$ cat config.mk
export PLATFORM = sky130hd
export DESIGN_NAME = debounce_nch
export DESIGN_NICKNAME = d
export VERILOG_FILES = /design/src/rtl/debounce_pkg.sv /design/src/rtl/debounce_ch.sv /design/src/rtl/debounce_nch.sv
export SDC_FILE = /design/constraint.sdc
export NUM_CORES = 1
export LEC_CHECK = 0
export ABC_AREA = 1
export CAP_MARGIN = 25
export CORE_ASPECT_RATIO = 1.4
export CORE_MARGIN = 2
export CORE_UTILIZATION = 45
export CTS_CLUSTER_DIAMETER = 60
export CTS_CLUSTER_SIZE = 24
export DETAILED_ROUTE_END_ITERATION = 7
export HOLD_SLACK_MARGIN = 0.02
export PLACE_DENSITY_LB_ADDON = 0.15
export SLEW_MARGIN = 10
export SYNTH_ARGS = -nofsm -noshare
export SYNTH_HDL_FRONTEND = slang
export SYNTH_SLANG_ARGS = --single-unit
export TNS_END_PERCENT = 50
$ cat constraint.sdc
create_clock -name clk -period 1.23 [get_ports clk]
set_input_delay 0.246 -clock clk [delete_from_list [all_inputs] [get_ports clk]]
set_output_delay 0.246 -clock clk [all_outputs]
set_load 0.05 [all_outputs]
$ cat src/rtl/debounce_pkg.sv
// Shared defaults and the threshold clamp for the multi-channel debouncer.
// Optional macro DEBOUNCE_NCH_EDGE_EN (used by debounce_ch) enables the rise/fall edge flops.
package debounce_pkg;

    localparam int DEF_CH          = 4;
    localparam int DEF_CNT_W       = 4;
    localparam int DEF_SYNC_STAGES = 2;

    // A zero threshold behaves as one so a channel can never lock up.
    function automatic int unsigned eff_thresh(input int unsigned thresh);
        return (thresh == 0) ? 32'd1 : thresh;
    endfunction

endpackage

$ cat src/rtl/debounce_ch.sv
// One debounce channel: input synchroniser, stability counter, debounced level flop.
// Rise/fall pulse flops exist only when DEBOUNCE_NCH_EDGE_EN is defined; otherwise both are tied to 0.
module debounce_ch
    import debounce_pkg::*;
#(
    parameter int   CNT_W       = DEF_CNT_W,
    parameter int   SYNC_STAGES = DEF_SYNC_STAGES,
    parameter logic RST_VAL     = 1'b0
) (
    input  logic             clk,
    input  logic             rst_n,
    input  logic             in_i,
    input  logic [CNT_W-1:0] thresh,
    output logic             out_o,
    output logic             rise_o,
    output logic             fall_o
);

    logic [SYNC_STAGES-1:0] sync_q, sync_d;
    logic [CNT_W-1:0]       cnt_q, cnt_d;
    logic [CNT_W-1:0]       last_cnt;
    logic                   out_q, out_d;
    logic                   s;
    logic                   flip;

    always_comb begin
        sync_d   = {sync_q[SYNC_STAGES-2:0], in_i};
        s        = sync_q[SYNC_STAGES-1];
        last_cnt = CNT_W'(eff_thresh(32'(thresh)) - 32'd1);
        flip     = 1'b0;
        cnt_d    = '0;
        // >= lets a lowered threshold take effect on a count already past it.
        if (s != out_q) begin
            if (cnt_q >= last_cnt) begin
                flip = 1'b1;
            end else begin
                cnt_d = cnt_q + 1'b1;
            end
        end
        out_d = flip ? s : out_q;
    end

    always_ff @(posedge clk or negedge rst_n) begin
        if (!rst_n) begin
            sync_q <= {SYNC_STAGES{RST_VAL}};
            cnt_q  <= '0;
            out_q  <= RST_VAL;
        end else begin
            sync_q <= sync_d;
            cnt_q  <= cnt_d;
            out_q  <= out_d;
        end
    end

    assign out_o = out_q;

`ifdef DEBOUNCE_NCH_EDGE_EN
    logic rise_q, rise_d;
    logic fall_q, fall_d;

    // Pulses register alongside out_q so they appear in the same cycle as the new level.
    always_comb begin
        rise_d = flip & s;
        fall_d = flip & ~s;
    end

    always_ff @(posedge clk or negedge rst_n) begin
        if (!rst_n) begin
            rise_q <= 1'b0;
            fall_q <= 1'b0;
        end else begin
            rise_q <= rise_d;
            fall_q <= fall_d;
        end
    end

    assign rise_o = rise_q;
    assign fall_o = fall_q;
`else
    assign rise_o = 1'b0;
    assign fall_o = 1'b0;
`endif

endmodule

$ cat src/rtl/debounce_nch.sv
// CH independent debounce channels sharing one threshold input.
// Macro DEBOUNCE_NCH_EDGE_EN enables the rise/fall pulse outputs (tied to 0 when undefined).
module debounce_nch
    import debounce_pkg::*;
#(
    parameter int   CH          = DEF_CH,
    parameter int   CNT_W       = DEF_CNT_W,
    parameter int   SYNC_STAGES = DEF_SYNC_STAGES,
    parameter logic RST_VAL     = 1'b0
) (
    input  logic             clk,
    input  logic             rst_n,
    input  logic [CH-1:0]    in,
    input  logic [CNT_W-1:0] thresh,
    output logic [CH-1:0]    out,
    output logic [CH-1:0]    rise,
    output logic [CH-1:0]    fall
);

    for (genvar i = 0; i < CH; i++) begin : g_ch
        debounce_ch #(
            .CNT_W      (CNT_W),
            .SYNC_STAGES(SYNC_STAGES),
            .RST_VAL    (RST_VAL)
        ) u_ch (
            .clk   (clk),
            .rst_n (rst_n),
            .in_i  (in[i]),
            .thresh(thresh),
            .out_o (out[i]),
            .rise_o(rise[i]),
            .fall_o(fall[i])
        );
    end

endmodule

Word level (Yosys, flattened, before mapping)
Index checks and enable logic that the tools add are counted.
- word-level logic and storage cells: 43
- bits in registers: 28
- input bits: 10
- output and inout bits: 12
- magnitude comparators: 4
- muxes and demuxes: 17
- equal/unequal tests: 4
- add/sub/neg operators: 5
- reduce and logical (&&, ||, !) cells: 1
- operator list (kind ; count):
    $mux 4 ; 9
    $add 4x1->4 const B ; 4
    $ge 4x4->1 ; 4
    $mux 1 ; 8
    $logic_not 4->1 ; 1
    $ne 1x1->1 ; 4
    $sub 4x1->4 const B ; 1

Logic depth before layout (Yosys ltp)
Gate-level depths: netlist of run 1.
- depth after elaboration: 6
- gate-level depth with buffers: 12

Modules after synthesis
From an unflattened synthesis of run 1, not the netlist that was laid out.
- cell total of the unflattened synthesis: 196
- area, all modules: 1656.6 um^2
- by module, submodules not included (module ; cells each ; seq. area each (um^2) ; area each (um^2) ; times used):
    debounce_ch ; 49 ; 175.2 ; 414.1 ; 4

Least setup slack after synthesis of run 1
Ideal clock, no wire load.
- path type: in2reg
- start: in thresh[2]
- end: reg g_ch[0].u_ch.cnt_q[0]
- arrival: 1.616 ns
- slack: -0.458 ns
- library setup time: 0.072 ns
- required time: 1.158 ns
- buffers on the path: 0
- stages on the path: 10
- cell sequence: nor2_2 -> a21oi_1 -> ha_1 -> xnor2_1 -> ha_1 -> nand2_1 -> nand2_1 -> nand2_2 -> nand3_2 -> nor2_1
- cells in the longest elaborated chain, start to end: 6
- RTL lines (what ; RTL line ; source):
    start: declaration ; debounce_nch.sv:14 ; input logic [CNT_W-1:0] thresh,
    $logic_not 4->1 ; debounce_pkg.sv:11 ; return (thresh == 0) ? 32'd1 : thresh;
    $mux 4 (*) ; debounce_pkg.sv:11 ;
    $sub 4x1->4 (*) ; debounce_ch.sv:29 ; last_cnt = CNT_W'(eff_thresh(32'(thresh)) - 32'd1);
    $ge 4x4->1 (*) ; debounce_ch.sv:34 ; if (cnt_q >= last_cnt) begin
    $mux 4 (*) ; debounce_ch.sv:34 ;
    $mux 4 (*) ; debounce_ch.sv:33 ; if (s != out_q) begin
    net g_ch[0].u_ch.cnt_d[0] ; debounce_ch.sv:20 ; logic [CNT_W-1:0] cnt_q, cnt_d;
    end signal: assignment ; debounce_ch.sv:50 ; cnt_q <= cnt_d;
    end: declaration ; debounce_ch.sv:20 ;
The timed path passes the listed nets; every way through them passes the cells marked *.
A chain may end at the register's enable or synchronous reset.

Worst setup path in the final report of run 1
- start: in thresh[2]
- end: reg g_ch[0].u_ch.cnt_q[2]
Same word-level chain as after synthesis.

==> results.py, run 1 <==
metrics = {
    "job": {
        "cap_violations": 0,
    },
    "detailed_routing": {
        "via_per_inst": 4.77,
        "wirelength_um": 3010,
        "route.detailed.drc": 0,
        "routedWlPerCell_um": 12.5,
        "via_count": 1149,
        "antenna_left": 0,
        "first_pass_iters": 4,
        "drtIter0Drc": 8,
    },
    "clocking": {
        "cts.sinks": 28,
        "cts_buffer_depth": 2,
        "postCtsHoldBufs": 0,
        "clock_latency_ns": 0.27,
        "cts_tree": "done",
        "htree_levels": 1,
        "numCtsBuffers": 3,
        "cts_root_buf": "clkbuf_8",
        "clk_pin_slew_worst_paths_ns": 0.09,
    },
    "floorplan": {
        "coreArea_um2": 3380,
        "start_util": 0.471,
        "die_area_um2": 4040,
        "num_rows": 25,
        "die_w_um": 54.3,
        "die_h_um": 74.4,
        "io_pins": 22,
    },
    "worst_setup_path": {
        "cp_data_arrival_time_ns": 1.64,
        "worst_setup_path_start_kind": "input pin",
        "cp.required_ns": 1.43,
        "path_max_fanout": 4,
        "critPathCaptureType": "register",
        "path_class": "in2reg",
    },
    "synthesis": {
        "synth_top_area_cell": "dfrtp_1",
        "yosys-top-cells-area": "dfrtp_1, ha_1, nand2_1, inv_1, buf_4",
        "ys_types": 16,
        "synthCells": 175,
        "ys_seq_area_frac": 0.440,
        "synth_top_area_share": 0.440,
        "synthesis.area_um2": 1590,
        "synth_warnings": 0,
        "avgSynthCellArea_um2": 9.10,
        "synth-seq-cells": 28,
    },
    "placed_design": {
        "dp_hpwl_um": 2220,
        "post-place-ws_ns": -0.937,
        "routabilityCongestion": 0.753,
        "portBuffers": 13,
    },
    "final_layout": {
        "final_cell_mix": "dfrtp_1, inv_1, nand2_1",
        "diodes": 0,
        "final_nets": 230,
        "mostFrequentLayoutCell": "dfrtp_1",
        "final_layout_size_suffix_gt1_frac": 0.333,
        "final_util": 0.620,
        "areaGrowthSynthToFinish_pct": 31.4,
    },
    "power": {
        "p_sw_mw": 1.58,
        "pwr-share-seq": 0.347,
        "ir_drop_mv": 1.37,
        "power_mw": 3.85,
        "clkPwrFrac": 0.124,
        "power_density_nw_per_um2": 1840,
        "leakagePower_nw": 1.05,
        "switching_share": 0.410,
        "combPwrFrac": 0.529,
        "p_int_mw": 2.27,
    },
    "global_routing": {
        "grt_pass1_wl_um": 4930,
        "grt_max_degree": 29,
        "antenna_found_initial": 0,
        "grt_pass1_vias": 1191,
        "grt_remaining_overflow": 0,
        "grt_usage": 0.166,
    },
    "min_path": {
        "min_path_type": "in2async",
    },
    "sta": {
        "finalMaxSlewViolations": 0,
        "rsz0062_at_grt": "yes",
        "hold_viol": 0,
        "fin_ws_ns": -0.204,
        "setup_violations": 20,
        "fin_crit_sh": 1.17,
        "fmax_mhz": 697,
        "finClkSkew_ns": 0.00231,
        "min_period_ns": 1.43,
    },
    "status": {
        "violations": "setup timing",
        "status": "finished with violations",
    },
}
-- power groups by stage --
stage               logic (mW)  clock network (mW)  registers, mW
floorplan                 1.18                   0           1.29
global placement          1.65                   0           1.33
detailed placement        1.73                   0           1.34
CTS                       1.86               0.515           1.34
global route              2.26               0.549           1.37
finish                    2.04               0.479           1.34
-- per-stage QoR --
| step | hold slack, ns | cells | TNS, ns | instance area (um2) |
|---|---|---|---|---|
| final | 0.332 | 241 | -3.34 | 2090 |
| after CTS | 0.334 | 240 | -3.59 | 2030 |
| after detailed placement | 0.341 | 237 | -18.08 | 1900 |
| after global routing | 0.334 | 241 | -4.86 | 2090 |
| after floorplan | -0.0496 | 182 | -5.01 | 1660 |
| after global placement | 0.334 | 237 | -17.08 | 1900 |
-- routing by layer --
metal  vias up  track usage  wire [um]
li1        570            -          -
met1       559        0.193       1210
met2        15        0.296       1690
met3         5       0.0301         70
met4         0       0.0611         32
met5         -            0          0
-- flip-flops by register name, indices dropped and copies added (netlist names) --
| register | count |
|---|---|
| g_ch.u_ch.out_o | 4 |
| g_ch.u_ch.cnt_q | 16 |
| g_ch.u_ch.sync_q | 8 |
-- cell type report --
class	instances	area (um2)
multi-input combinational	114	906
timing repair buffer	28	288
clock buffer	3	41.3
tap	40	50.0
sequential	28	701
inverter	28	108
fill	300	1280
-- critical path, stage by stage --
cell	delay [ns]
buf_6	0.10
nor2_4	0.13
a21oi_4	0.08
buf_4	0.16
ha_1	0.26
inv_1	0.06
nand2_1	0.06
nand2_2	0.05
nand2_1	0.05
nand2_2	0.07
nand2_2	0.07
nand2_4	0.07
nand3_4	0.09
nor2_1	0.13
-- timing repair --
| action | CTS | global route |
|---|---|---|
| pin swaps | 19 | 17 |
| resized for setup | 31 | 17 |
| endpoints found under the setup margin | 20 | 20 |
| setup buffers | 1 | 1 |
| cloned | 0 | 0 |
-- cells in the mapped netlist --
library cell	instances
buf_4	12
nand2_4	1
ha_1	17
nand2_2	9
nand3_2	4
nor2_1	16
conb_1	1
nand2_1	28
inv_1	27
xor2_1	8
dfrtp_1	28
xnor2_1	5
inv_4	1
nor2_2	1
a21oi_1	1
nand3_1	16
-- kinds of logic (layout without fill, tap and decap cells) --
| family | after synthesis | in the layout | synth area share |
|---|---|---|---|
| and+or+nand+nor | 75 | 75 | 0.225 |
| buffers and inverters | 40 | 59 | 0.124 |
| DFF | 28 | 28 | 0.440 |
| adders and majority gates | 17 | 17 | 0.134 |
| xor gates and xnor gates | 13 | 13 | 0.0715 |
| other | 1 | 8 | 0.00235 |
| AOI/OAI and AO/OA | 1 | 1 | 0.00314 |
-- worst paths after layout --
kind	slack, ns	end	cells after the start	from
max reg2reg	-0.18	g_ch[0].u_ch.cnt_q[2]$_DFF_PN0_	11	g_ch[0].u_ch.cnt_q[0]$_DFF_PN0_
max	-0.20	g_ch[0].u_ch.cnt_q[2]$_DFF_PN0_	14	thresh[2]
min in group clk	0.36	g_ch[1].u_ch.sync_q[1]$_DFF_PN0_	0	g_ch[1].u_ch.sync_q[0]$_DFF_PN0_
min	0.33	g_ch[3].u_ch.cnt_q[0]$_DFF_PN0_	2	rst_n
min reg2reg	0.36	g_ch[1].u_ch.sync_q[1]$_DFF_PN0_	0	g_ch[1].u_ch.sync_q[0]$_DFF_PN0_
max in group asynchronous	0.74	g_ch[0].u_ch.sync_q[1]$_DFF_PN0_	2	rst_n
(Power assumes the default switching activity.)
==> run 2: changes to the inputs <==
--- a/config.mk
+++ b/config.mk
@@ -11,10 +11,10 @@
 export CORE_MARGIN = 2
 export CORE_UTILIZATION = 45
 export CTS_CLUSTER_DIAMETER = 60
-export CTS_CLUSTER_SIZE = 24
+export CTS_CLUSTER_SIZE = 16
 export DETAILED_ROUTE_END_ITERATION = 7
-export HOLD_SLACK_MARGIN = 0.02
-export PLACE_DENSITY_LB_ADDON = 0.15
+export HOLD_SLACK_MARGIN = 0.15
+export PLACE_DENSITY = 0.79
 export SLEW_MARGIN = 10
 export SYNTH_ARGS = -nofsm -noshare
 export SYNTH_HDL_FRONTEND = slang
==> run 2 against run 1 <==
Net effect:
- the flow still finishes with violations (setup timing)
- largest power group unchanged
- critical path depth down 3
- die area unchanged
- setup slack worse by 0.033 ns
- highest routed layer unchanged
- critical path type unchanged
- critical endpoint is now g_ch[0].u_ch.cnt_q[3]$_DFF_PN0_
==> results.py, run 2 (synthesis gave the netlist of run 1 again) <==
metrics = {
    "status": {
        "status": "finished with violations",
        "violations": "setup timing",
    },
    "sta": {
        "hold_viol": 0,
        "finClkSkew_ns": 0.00291,
        "fin_ws_ns": -0.238,
        "rsz0062_at_grt": "yes",
        "finalMaxSlewViolations": 0,
        "fin_crit_sh": 1.19,
        "tns_ns": -4.21,
        "hold_slack_ns": 0.316,
        "fmax_mhz": 681,
        "min_period_ns": 1.47,
        "setup_violations": 20,
    },
    "clocking": {
        "cts_root_buf": "clkbuf_8",
        "clock_latency_ns": 0.27,
        "numCtsBuffers": 3,
        "cts.sinks": 28,
        "postCtsHoldBufs": 0,
        "htree_levels": 1,
        "cts_buffer_depth": 2,
        "cts_tree": "done",
        "clk_pin_slew_worst_paths_ns": 0.09,
    },
    "worst_setup_path": {
        "path_class": "in2reg",
        "critPathCaptureType": "register",
        "reg2regPathDepth": 11,
        "path_max_fanout": 4,
        "r2r_slack_ns": -0.22,
        "worst_setup_path_start_kind": "input pin",
        "timing.rr.start": "g_ch[3].u_ch.cnt_q[0]$_DFF_PN0_",
        "r2r_end": "g_ch[3].u_ch.cnt_q[2]$_DFF_PN0_",
        "cp.required_ns": 1.44,
        "cp_data_arrival_time_ns": 1.68,
    },
    "final_layout": {
        "top_register": "g_ch.u_ch.cnt_q",
        "final_area_um2": 2170,
        "areaGrowthSynthToFinish_pct": 36.0,
        "diodes": 0,
        "final_cells": 242,
        "mostFrequentLayoutCell": "dfrtp_1",
        "final_util": 0.641,
        "final_cell_mix": "dfrtp_1, inv_1, nand2_2",
        "largest_reg_flops": 16,
        "final_layout_size_suffix_gt1_frac": 0.381,
        "final_nets": 230,
    },
    "global_routing": {
        "antenna_found_initial": 0,
        "grt_max_degree": 29,
        "grt_pass1_vias": 1111,
        "grt_remaining_overflow": 0,
        "grt_usage": 0.157,
        "grt_pass1_wl_um": 4590,
    },
    "power": {
        "ir_drop_mv": 1.16,
        "clkPwrFrac": 0.137,
        "p_int_mw": 2.40,
        "combPwrFrac": 0.532,
        "pwr-share-seq": 0.331,
        "switching_share": 0.409,
        "leakagePower_nw": 1.07,
        "power_mw": 4.06,
        "p_sw_mw": 1.66,
        "power_density_nw_per_um2": 1870,
    },
    "floorplan": {
        "num_rows": 25,
        "die_w_um": 54.3,
        "io_pins": 22,
        "coreArea_um2": 3380,
        "die_h_um": 74.4,
        "start_util": 0.471,
        "die_area_um2": 4040,
    },
    "job": {
        "cap_violations": 0,
    },
    "detailed_routing": {
        "via_per_inst": 4.86,
        "drtIter0Drc": 16,
        "route.detailed.drc": 0,
        "wl_met3_um": 92,
        "routedLengthMet1_um": 1250,
        "met2WireLength_um": 1720,
        "routedWlPerCell_um": 13.0,
        "wirelength_um": 3160,
        "first_pass_iters": 4,
        "via_count": 1175,
        "dr.max_layer_used": "met4",
        "antenna_left": 0,
    },
    "min_path": {
        "min_path_type": "in2async",
    },
    "placed_design": {
        "post-place-ws_ns": -0.969,
        "place_inst": 235,
        "routabilityCongestion": 0.734,
        "dp_hpwl_um": 1930,
        "portBuffers": 13,
        "post_dp_cell_area_um2": 1890,
    },
}
run 2: changes by cell type in the layout (fill, tap and decap cells not counted), sizes merged:
cell,before,now
clkbuf,3,4
run 2: worst max-delay path: stages:
cell     delay [ns]
buf_8          0.11
nor2_4         0.13
a21oi_4        0.08
ha_4           0.18
xnor2_4        0.21
ha_1           0.28
nand2_2        0.08
nand2_2        0.06
nand2_4        0.08
nand3_4        0.10
nor2_2         0.12
run 2: timing repair:
item,4_1_cts,5_1_grt
buffers inserted,1,2
pin swaps,13,25
gates resized for setup,32,29
endpoints found under the setup margin,20,20
run 2: per-layer routing:
metal	up-vias	track usage
li1	572	-
met1	568	0.190
met2	25	0.264
met3	10	0.0241
met4	0	0.0806
met5	-	0
run 2: power groups by stage:
stage / Clock (mW) / Sequential, mW / Combinational [mW]
after floorplan: 0 / 1.29 / 1.18
after global placement: 0 / 1.33 / 1.66
after detailed placement: 0 / 1.33 / 1.69
after CTS: 0.578 / 1.33 / 1.84
after global routing: 0.609 / 1.37 / 2.38
final: 0.557 / 1.34 / 2.16
run 2: cell type report:
| type | count | area (um2) |
|---|---|---|
| timing repair buffer | 28 | 299 |
| fill | 238 | 1210 |
| inverter | 28 | 108 |
| tap | 40 | 50.0 |
| multi-input combinational | 114 | 953 |
| clock buffer | 4 | 55.1 |
| sequential | 28 | 701 |
run 2: how the worst max path moves through the flow:
stage | cells past startpoint | slack [ns] | end | startpoint
after floorplan | 11 | -0.26 | g_ch[0].u_ch.cnt_q[0]$_DFF_PN0_ | thresh[2]
after global placement | 12 | -0.91 | g_ch[1].u_ch.cnt_q[0]$_DFF_PN0_ | thresh[2]
after detailed placement | 12 | -0.97 | g_ch[0].u_ch.cnt_q[2]$_DFF_PN0_ | thresh[2]
after CTS | 11 | -0.20 | g_ch[2].u_ch.cnt_q[2]$_DFF_PN0_ | thresh[1]
after global routing | 11 | -0.31 | g_ch[1].u_ch.cnt_q[2]$_DFF_PN0_ | thresh[2]
final | 11 | -0.24 | g_ch[0].u_ch.cnt_q[3]$_DFF_PN0_ | thresh[2]
==> run 3: changes to the inputs <==
--- a/config.mk
+++ b/config.mk
@@ -13,8 +13,10 @@
 export CTS_CLUSTER_DIAMETER = 60
 export CTS_CLUSTER_SIZE = 16
 export DETAILED_ROUTE_END_ITERATION = 7
+export GPL_TIMING_DRIVEN = 0
 export HOLD_SLACK_MARGIN = 0.15
-export PLACE_DENSITY = 0.79
+export PLACE_DENSITY = 0.71
+export SKIP_CTS_REPAIR_TIMING = 1
 export SLEW_MARGIN = 10
 export SYNTH_ARGS = -nofsm -noshare
 export SYNTH_HDL_FRONTEND = slang
==> run 3 against run 2 <==
Net effect:
- the flow still finishes with violations (setup timing)
- global-route usage shrank 0.46 points
- first-iteration DRC count down 19%
- clock-buffer cell count down 1
- non-clock buffer count rose by 5
- final area increased by 1.1%
- wire length fell by 4.5%
- sequential cell count is the same
- critical path type unchanged
- critical endpoint is now g_ch[3].u_ch.cnt_q[0]$_DFF_PN0_
- largest power group unchanged
- highest routed layer unchanged
==> results.py, run 3 (synthesis gave the netlist of run 1 again) <==
metrics = {
    "floorplan": {
        "io_pins": 22,
        "start_util": 0.471,
        "die_w_um": 54.3,
        "coreArea_um2": 3380,
        "die_area_um2": 4040,
        "num_rows": 25,
        "die_h_um": 74.4,
    },
    "final_layout": {
        "areaGrowthSynthToFinish_pct": 37.5,
        "final_layout_size_suffix_gt1_frac": 0.382,
        "final_cell_mix": "dfrtp_1, inv_1, nand2_2",
        "diodes": 0,
        "top_register": "g_ch.u_ch.cnt_q",
        "final_nets": 235,
        "final_area_um2": 2190,
        "final_cells": 247,
        "mostFrequentLayoutCell": "dfrtp_1",
        "largest_reg_flops": 16,
        "fillers": 260,
    },
    "sta": {
        "min_period_ns": 1.53,
        "fin_ws_ns": -0.301,
        "fmax_mhz": 653,
        "setup_violations": 20,
        "fin_crit_sh": 1.24,
        "tightest_slew_ns": 0.604,
        "finClkSkew_ns": 0.00113,
        "finalMaxSlewViolations": 0,
        "slew_headroom": 0.596,
        "hold_viol": 0,
        "rsz0062_at_grt": "yes",
    },
    "worst_setup_path": {
        "cp.required_ns": 1.44,
        "reg2regPathDepth": 11,
        "startpoint": "thresh[1]",
        "r2r_slack_ns": -0.27,
        "critPathCaptureType": "register",
        "path_class": "in2reg",
        "worst_setup_path_start_kind": "input pin",
        "timing.rr.start": "g_ch[2].u_ch.cnt_q[0]$_DFF_PN0_",
        "path_max_fanout": 4,
        "cp_data_arrival_time_ns": 1.74,
        "r2r_end": "g_ch[2].u_ch.cnt_q[3]$_DFF_PN0_",
    },
    "power": {
        "leakagePower_nw": 1.08,
        "ir_drop_mv": 1.01,
        "power_mw": 4.09,
        "power_density_nw_per_um2": 1870,
    },
    "detailed_routing": {
        "routedWlPerCell_um": 12.2,
        "antenna_left": 0,
        "wirelength_um": 3020,
        "via_count": 1150,
        "route.detailed.drc": 0,
        "via_per_inst": 4.66,
        "drtIter0Drc": 13,
        "first_pass_iters": 4,
    },
    "clocking": {
        "cts_tree": "done",
        "numCtsBuffers": 3,
        "cts.sinks": 28,
        "cts_buffer_depth": 2,
        "clk_pin_slew_worst_paths_ns": 0.09,
        "htree_levels": 1,
        "cts_root_buf": "clkbuf_8",
        "clock_latency_ns": 0.27,
    },
    "status": {
        "violations": "setup timing",
        "status": "finished with violations",
    },
    "placed_design": {
        "portBuffers": 13,
        "place_inst": 236,
        "post_dp_cell_area_um2": 1860,
        "routabilityCongestion": 0.701,
        "post-place-ws_ns": -1.12,
        "dp_hpwl_um": 2090,
    },
    "global_routing": {
        "grt_pass1_vias": 1079,
        "grt_remaining_overflow": 0,
        "antenna_found_initial": 0,
        "grt_max_degree": 19,
        "grt_pass1_wl_um": 4510,
        "grt_usage": 0.152,
    },
    "min_path": {
        "min_path_type": "in2async",
    },
    "job": {
        "cap_violations": 0,
    },
}
[run 3: power by group]
| group | switching [mW] | leakage [nW] | internal, mW |
|---|---|---|---|
| Clock | 0.271 | 0.0357 | 0.435 |
| Combinational | 1.13 | 0.691 | 0.909 |
| Sequential | 0.211 | 0.358 | 1.13 |
| Total | 1.62 | 1.08 | 2.47 |
[run 3: area by class of cell]
cell class	count	area [um2]	area share
well taps	40	50.0	0.0229
flip-flops and latches	28	701	0.320
clock buffers	3	41.3	0.0189
plain buffers	12	93.8	0.0429
clock inverters	1	30.0	0.0137
repair buffers	21	225	0.103
multi-input cells	114	941	0.430
inverters	28	108	0.0491
[run 3: worst max-delay path by stage]
stage | slack (ns) | endpoint
floorplan | -0.26 | g_ch[0].u_ch.cnt_q[0]$_DFF_PN0_
global placement | -1.07 | g_ch[3].u_ch.cnt_q[3]$_DFF_PN0_
detailed placement | -1.12 | g_ch[1].u_ch.cnt_q[0]$_DFF_PN0_
CTS | -0.85 | g_ch[2].u_ch.cnt_q[3]$_DFF_PN0_
global route | -0.39 | g_ch[2].u_ch.cnt_q[3]$_DFF_PN0_
finish | -0.30 | g_ch[3].u_ch.cnt_q[0]$_DFF_PN0_
[run 3: through the flow]
stage          setup TNS [ns]  hold WS (ns)  utilization
2_1_floorplan           -5.01       -0.0496            -
3_3_place_gp           -35.08         0.333        0.543
3_5_place_dp           -22.93         0.338        0.551
4_1_cts                -18.67         0.360        0.573
5_1_grt                 -6.83         0.367        0.648
6_report                -5.41         0.351        0.648
[run 3: worst max-delay path, cell delays in order]
cell and delay, ns:
buf_8 0.10, nor2_4 0.15, a21oi_4 0.10, ha_4 0.19, xnor2_4 0.20, buf_6 0.15, ha_4 0.20, nand2_4 0.06
nand2_2 0.04, nand2_2 0.09, nand3_4 0.09, nor2_2 0.12
[run 3: per-layer routing]
metal  routed length, um  track usage  up-vias
met1                1200        0.165      539
met4                  57       0.0500        0
met3                  79       0.0181        6
li1                    -            -      586
met5                   0            0        -
met2                1680        0.293       19
